[src/rtl/mmc_pkg.sv]
// mmc_pkg: shared dimensions and FSM states for the quad-CU matrix-multiply scheduler.
package mmc_pkg;
    localparam int N      = 32;
    localparam int LANES  = 4;
    localparam int AW_A   = 10;
    localparam int AW_B   = 8;
    localparam int GROUPS = N / LANES;
    localparam int IW     = $clog2(N);
    localparam int GW     = $clog2(GROUPS);
    localparam int UW     = $clog2(LANES);
    typedef enum logic [2:0] {IDLE, FETCH, FLUSH, WRITE, DONE} state_t;
endpackage

[src/rtl/mmc_quad_scheduler_if.sv]
// mmc_quad_scheduler_if: start/done control, SRAM read, MAC strobe and C-sink handshake bundle.
interface mmc_quad_scheduler_if;
    import mmc_pkg::*;
    logic            start;
    logic            c_ready;
    logic            nce;
    logic [AW_A-1:0] addr_a;
    logic [AW_B-1:0] addr_b;
    logic            mac_en;
    logic            mac_clr;
    logic            c_valid;
    logic [UW-1:0]   unit_sel;
    logic [AW_A-1:0] addr_c;
    logic            busy;
    logic            done;
    modport master (
        input  start, c_ready,
        output nce, addr_a, addr_b, mac_en, mac_clr, c_valid, unit_sel, addr_c, busy, done
    );
    modport slave (
        output start, c_ready,
        input  nce, addr_a, addr_b, mac_en, mac_clr, c_valid, unit_sel, addr_c, busy, done
    );
endinterface

[src/rtl/mmc_loop_nest.sv]
// mmc_loop_nest: i (row) / jg (column group) / k (inner) counters for the tile loop.
module mmc_loop_nest
    import mmc_pkg::*;
(
    input  logic          clk,
    input  logic          rst,
    input  logic          step_k_i,
    input  logic          step_tile_i,
    input  logic          clear_i,
    output logic          last_k_o,
    output logic          last_tile_o,
    output logic [IW-1:0] i_o,
    output logic [GW-1:0] jg_o,
    output logic [IW-1:0] k_o
);
    logic [IW-1:0] i_q, k_q;
    logic [GW-1:0] jg_q;
    logic          jg_last;

    assign jg_last     = jg_q == GW'(GROUPS - 1);
    assign last_k_o    = k_q == IW'(N - 1);
    assign last_tile_o = jg_last && i_q == IW'(N - 1);
    assign i_o         = i_q;
    assign jg_o        = jg_q;
    assign k_o         = k_q;

    always_ff @(posedge clk) begin
        if (!rst || clear_i) begin
            i_q  <= '0;
            jg_q <= '0;
            k_q  <= '0;
        end else if (step_tile_i) begin
            k_q  <= '0;
            jg_q <= jg_last ? '0 : jg_q + 1'b1;
            i_q  <= jg_last ? i_q + 1'b1 : i_q;
        end else if (step_k_i) begin
            k_q  <= k_q + 1'b1;
        end
    end
endmodule

[src/rtl/mmc_quad_scheduler.sv]
// mmc_quad_scheduler: sequences A/B SRAM reads, MAC strobes and result drain for C = A x B.
module mmc_quad_scheduler
    import mmc_pkg::*;
(
    input  logic clk,
    input  logic rst,
    mmc_quad_scheduler_if.master bus
);
    state_t        state_q, state_d;
    logic [UW-1:0] unit_sel_q, unit_sel_d;
    logic          mac_en_q, mac_clr_q;
    logic          step_k, step_tile, clear, last_k, last_tile;
    logic [IW-1:0] i, k;
    logic [GW-1:0] jg;

    mmc_loop_nest u_loop (
        .clk(clk), .rst(rst),
        .step_k_i(step_k), .step_tile_i(step_tile), .clear_i(clear),
        .last_k_o(last_k), .last_tile_o(last_tile),
        .i_o(i), .jg_o(jg), .k_o(k)
    );

    // MAC strobes trail the read by the one-cycle SRAM latency
    always_ff @(posedge clk) begin
        if (!rst) begin
            state_q    <= IDLE;
            unit_sel_q <= '0;
            mac_en_q   <= 1'b0;
            mac_clr_q  <= 1'b0;
        end else begin
            state_q    <= state_d;
            unit_sel_q <= unit_sel_d;
            mac_en_q   <= state_q == FETCH;
            mac_clr_q  <= state_q == FETCH && k == '0;
        end
    end

    always_comb begin
        state_d    = state_q;
        unit_sel_d = unit_sel_q;
        step_k     = 1'b0;
        step_tile  = 1'b0;
        clear      = 1'b0;
        case (state_q)
            IDLE: begin
                state_d = bus.start ? FETCH : IDLE;
                clear   = bus.start;
            end
            FETCH: begin
                state_d = last_k ? FLUSH : FETCH;
                step_k  = !last_k;
            end
            FLUSH: begin
                state_d    = WRITE;
                unit_sel_d = '0;
            end
            WRITE: begin
                unit_sel_d = bus.c_ready ? unit_sel_q + 1'b1 : unit_sel_q;
                if (bus.c_ready && unit_sel_q == UW'(LANES - 1)) begin
                    state_d   = last_tile ? DONE : FETCH;
                    step_tile = !last_tile;
                end
            end
            DONE: begin
                state_d    = IDLE;
                clear      = 1'b1;
                unit_sel_d = '0;
            end
            default: state_d = IDLE;
        endcase
    end

    assign bus.nce      = state_q != FETCH;
    assign bus.addr_a   = AW_A'(int'(i) * N + int'(k));
    assign bus.addr_b   = AW_B'(int'(k) * GROUPS + int'(jg));
    assign bus.addr_c   = AW_A'(int'(i) * N + int'(jg) * LANES + int'(unit_sel_q));
    assign bus.mac_en   = mac_en_q;
    assign bus.mac_clr  = mac_clr_q;
    assign bus.c_valid  = state_q == WRITE;
    assign bus.unit_sel = unit_sel_q;
    assign bus.busy     = state_q != IDLE;
    assign bus.done     = state_q == DONE;
endmodule
[src/flat_wrapper.sv]
// flat-port wrapper written by rule: the top's interface ports become plain ports
module mmc_quad_scheduler_flat import mmc_pkg::*;
  (clk, rst, bus_start, bus_c_ready, bus_nce, bus_addr_a, bus_addr_b, bus_mac_en, bus_mac_clr, bus_c_valid, bus_unit_sel, bus_addr_c, bus_busy, bus_done);
  mmc_quad_scheduler_if bus_i ();
  input  logic clk;
  input  logic rst;
  input wire logic [$bits(bus_i.start)-1:0] bus_start;
  input wire logic [$bits(bus_i.c_ready)-1:0] bus_c_ready;
  output wire logic [$bits(bus_i.nce)-1:0] bus_nce;
  output wire logic [$bits(bus_i.addr_a)-1:0] bus_addr_a;
  output wire logic [$bits(bus_i.addr_b)-1:0] bus_addr_b;
  output wire logic [$bits(bus_i.mac_en)-1:0] bus_mac_en;
  output wire logic [$bits(bus_i.mac_clr)-1:0] bus_mac_clr;
  output wire logic [$bits(bus_i.c_valid)-1:0] bus_c_valid;
  output wire logic [$bits(bus_i.unit_sel)-1:0] bus_unit_sel;
  output wire logic [$bits(bus_i.addr_c)-1:0] bus_addr_c;
  output wire logic [$bits(bus_i.busy)-1:0] bus_busy;
  output wire logic [$bits(bus_i.done)-1:0] bus_done;
  assign bus_i.start = bus_start;
  assign bus_i.c_ready = bus_c_ready;
  assign bus_nce = bus_i.nce;
  assign bus_addr_a = bus_i.addr_a;
  assign bus_addr_b = bus_i.addr_b;
  assign bus_mac_en = bus_i.mac_en;
  assign bus_mac_clr = bus_i.mac_clr;
  assign bus_c_valid = bus_i.c_valid;
  assign bus_unit_sel = bus_i.unit_sel;
  assign bus_addr_c = bus_i.addr_c;
  assign bus_busy = bus_i.busy;
  assign bus_done = bus_i.done;
  mmc_quad_scheduler u_core (.clk(clk), .rst(rst), .bus(bus_i));
endmodule
[config.mk]
export PLATFORM = sky130hd
export DESIGN_NAME = mmc_quad_scheduler_flat
export DESIGN_NICKNAME = d
export VERILOG_FILES = /design/src/rtl/mmc_pkg.sv /design/src/rtl/mmc_quad_scheduler_if.sv /design/src/rtl/mmc_loop_nest.sv /design/src/rtl/mmc_quad_scheduler.sv /design/src/flat_wrapper.sv
export SDC_FILE = /design/constraint.sdc
export NUM_CORES = 1
export LEC_CHECK = 0
export ABC_AREA = 1
export CAP_MARGIN = 25
export CORE_UTILIZATION = 40
export DETAILED_ROUTE_END_ITERATION = 10
export PLACE_DENSITY = 0.79
export SYNTH_ARGS = -nofsm -noshare
export SYNTH_HDL_FRONTEND = slang
export SYNTH_SLANG_ARGS = --single-unit
[constraint.sdc]
create_clock -name clk -period 1.6 [get_ports clk]
set_input_delay 0.48 -clock clk [delete_from_list [all_inputs] [get_ports clk]]
set_output_delay 0.48 -clock clk [all_outputs]
set_load 0.02 [all_outputs]
==> results.sh <==
export IMPL_period_minus_slack_ns=1.56
export IMPL_fp_dieH_um=56.7
export IMPL_synth_edf_count=0
export IMPL_finClkSkew_ns=0.00569
export IMPL_maxSlewViolCount=0
export IMPL_synth_top_cell_area_share_pct=33.4
export IMPL_synth_top_family_by_area="simple AND/OR/NAND/NOR gates"
export IMPL_cp_slowest_stage_delay_ns=0.42
export IMPL_synth_main_ff_cell="dfxtp_1"
export IMPL_htreeDepth=1
export IMPL_synthTopCellsByArea="dfxtp_1 33%, nand2_1 11%, buf_4 9.4%"
export IMPL_synth_common_cells="36 x nand2_1, 25 x inv_1, 20 x dfxtp_1"
export IMPL_cts_root_buf="clkbuf_4"
export IMPL_drt_iter0_drc=36
export IMPL_start_util_pct=42.7
export IMPL_routed_wl_mm=2.82
export IMPL_crit_type="register to output port"
export IMPL_synth_xor_area_share_pct=0.731
export IMPL_yosysWarnings=0
export IMPL_path_delay_family="flip-flops"
export IMPL_slew_limit_headroom_pct=86.2
export IMPL_ios=40
export IMPL_rows=19
export IMPL_ys_seq_elements=20
export IMPL_rsz0062_at_grt="yes"
export IMPL_antenna_found_initial=0
export IMPL_whs_ns=0.507
export IMPL_clk_latency_ns=0.30
export IMPL_fmax_mhz=642
export IMPL_clock_sinks=20
export IMPL_end_kind="output port"
export IMPL_gp_congestion=0.842
export IMPL_fin_nets=224
export IMPL_synth_nets=176
export IMPL_grt_total_usage_pct=16.7
export IMPL_grt_max_degree=13
export IMPL_dpl_hpwl_mm=1.97
export IMPL_synthMuxAreaShare_pct=0
export IMPL_leakagePower_nw=0.951
export IMPL_path_clk_slew_ns=0.13
export IMPL_startpoint_type="register"
export IMPL_path_max_fanout=4
export IMPL_grt_pass1_vias=1029
export IMPL_timing_final_ws_setup_ns=0.0424
export IMPL_ys_seq_area_share_pct=33.4
export IMPL_area_growth_syn_to_layout_pct=43.3
export IMPL_irDropWorstVdd_mv=0.437
export IMPL_synth_compound_area_share_pct=8.46
export IMPL_total_power_w=0.00104
export IMPL_worst_ep_arrival_time_ns=1.08
export IMPL_portBuffers=39
export IMPL_syn_area_per_cell_um2=7.31
export IMPL_syn_inst=164
export IMPL_dr_total_vias=1191
export IMPL_whs_path_depth=1
export IMPL_worst_pin_slew_ns=0.205
export IMPL_vias_per_cell=4.92
export IMPL_r2r_cells=10
export IMPL_hold_violations=0
export IMPL_drtAntennaViolNets=0
export IMPL_crit_chain="dlygate4sd2_1"
export IMPL_drt_first_pass_iters=7
export IMPL_fin_crit_sh_pct=97.3
export IMPL_clk_path_buf_depth=2
export IMPL_power_density_cell_area_nw_per_um2=607
export IMPL_numCtsBuffers=3
export IMPL_synth_cell_types=23
export IMPL_drc=8
export IMPL_dieArea_um2=3220
export IMPL_yosysMostFrequentCell="nand2_1"
export IMPL_hold_path_class="register to register"
export IMPL_wl_per_cell_um=11.6
export IMPL_critical_path_slowest_cell="dfxtp_1"
export IMPL_crit_cells=1
export IMPL_dpl_cell_count=235
export IMPL_ys_async_sr_fraction_pct=0
export IMPL_drive_above_1_share_pct=26.5
export IMPL_cts_tree="yes"
export IMPL_failed_checks="design-rule violations"
export IMPL_required_ns=1.12
export IMPL_core_area_um2=2810
export IMPL_synth_simple_area_share_pct=31.1
export IMPL_drv_cap=0
export IMPL_die_w_um=56.7
export IMPL_antenna_cells=0
export IMPL_grt_pass1_wl_mm=4.41
export IMPL_critPathBufInv=1
export IMPL_status="finished, violations left"
export IMPL_netlist_area_um2=1200
export IMPL_synth_largest_area_cell="dfxtp_1"
export IMPL_synth_fa_ha_area_share_pct=8.35
export IMPL_post_place_ws_ns=-0.175
export IMPL_grt_ovfl_total=0
export IMPL_fin_cells=242
export IMPL_setup_violations=0
-- registers in the layout (all words and copies together) (netlist names) --
register and cells:
u_core.u_loop.i_o 5, u_core.u_loop.k_o 5, u_core.state_q 3, u_core.u_loop.jg_o 3, u_core.bus.unit_sel 2, u_core.bus.mac_clr 1
u_core.bus.mac_en 1
-- cell usage in the layout, fill, tap and decap left out, types with 2 or more instances in the layout --
cell	instances
dfxtp_1	12
ha_1	5
inv_1	25
buf_2	3
dlygate4sd2_1	29
nand4_1	4
ha_2	3
dfxtp_2	5
o21ai_0	5
a21oi_1	10
nand2_2	2
nand3_2	3
clkdlybuf4s15_1	2
buf_4	20
clkdlybuf4s50_1	3
clkbuf_4	3
dfxtp_4	3
nand3_1	12
nand2_1	34
nor2_4	5
o21ai_1	2
nor2_1	8
-- layout make-up --
cell class,count,area (µm²)
multi-input combinational,103,637
sequential,20,418
fill,272,1090
clock inverter,1,30.0
timing repair buffer,58,474
clock buffer,3,22.5
inverter,26,97.6
tap,31,38.8
-- stage by stage --
| stage | instance area (µm²) | setup TNS, ns | util, % |
|---|---|---|---|
| final | 1720 | 0 | 61.2 |
| after global routing | 1720 | -0.0567 | 61.2 |
| after detailed placement | 1640 | -2.48 | 58.6 |
| after global placement | 1640 | -1.87 | 58.6 |
| after CTS | 1670 | 0 | 59.4 |
| after floorplan | 1200 | 0 | - |
-- worst paths after layout --
check,end,slack [ns],start
setup / recovery,bus_addr_c[9],0.04,u_core.u_loop.i_o[4]
hold / removal,u_core.bus.unit_sel[0],0.51,u_core.bus.unit_sel[0]
setup reg to reg,u_core.u_loop.k_o[0],0.09,u_core.u_loop.i_o[0]
hold reg to reg,u_core.bus.unit_sel[0],0.51,u_core.bus.unit_sel[0]
-- power breakdown --
group,internal (W),switching (W)
Combinational,0.0000484,0.0000664
Clock,0.000253,0.000167
Sequential,0.000502,0.00000666
-- metal layers --
metal,vias to the layer above,wire [µm],global-route usage [%]
li1,603,-,-
met1,548,1290,21.6
met2,38,1390,29.8
met3,2,122,2.30
met4,0,13,2.79
met5,-,0,0
-- kinds of logic (layout without fill, tap and decap cells) --
group,count (synthesis),after routing
and+or+nand+nor,74,75
buffers and inverters,42,88
DFF,20,20
AOI/OAI and AO/OA,19,19
adders and majority gates,8,8
xor gates and xnor gates,1,1
-- repair_timing --
action | in CTS | in global routing
hold buffers | 0 | 0
buffers inserted | 1 | 1
hold endpoints to repair | 0 | 0
gates cloned | 0 | 1
setup endpoints to repair | 39 | 18
pin swaps | 0 | 4
resized for setup | 54 | 19
(Power assumes the default switching activity.)
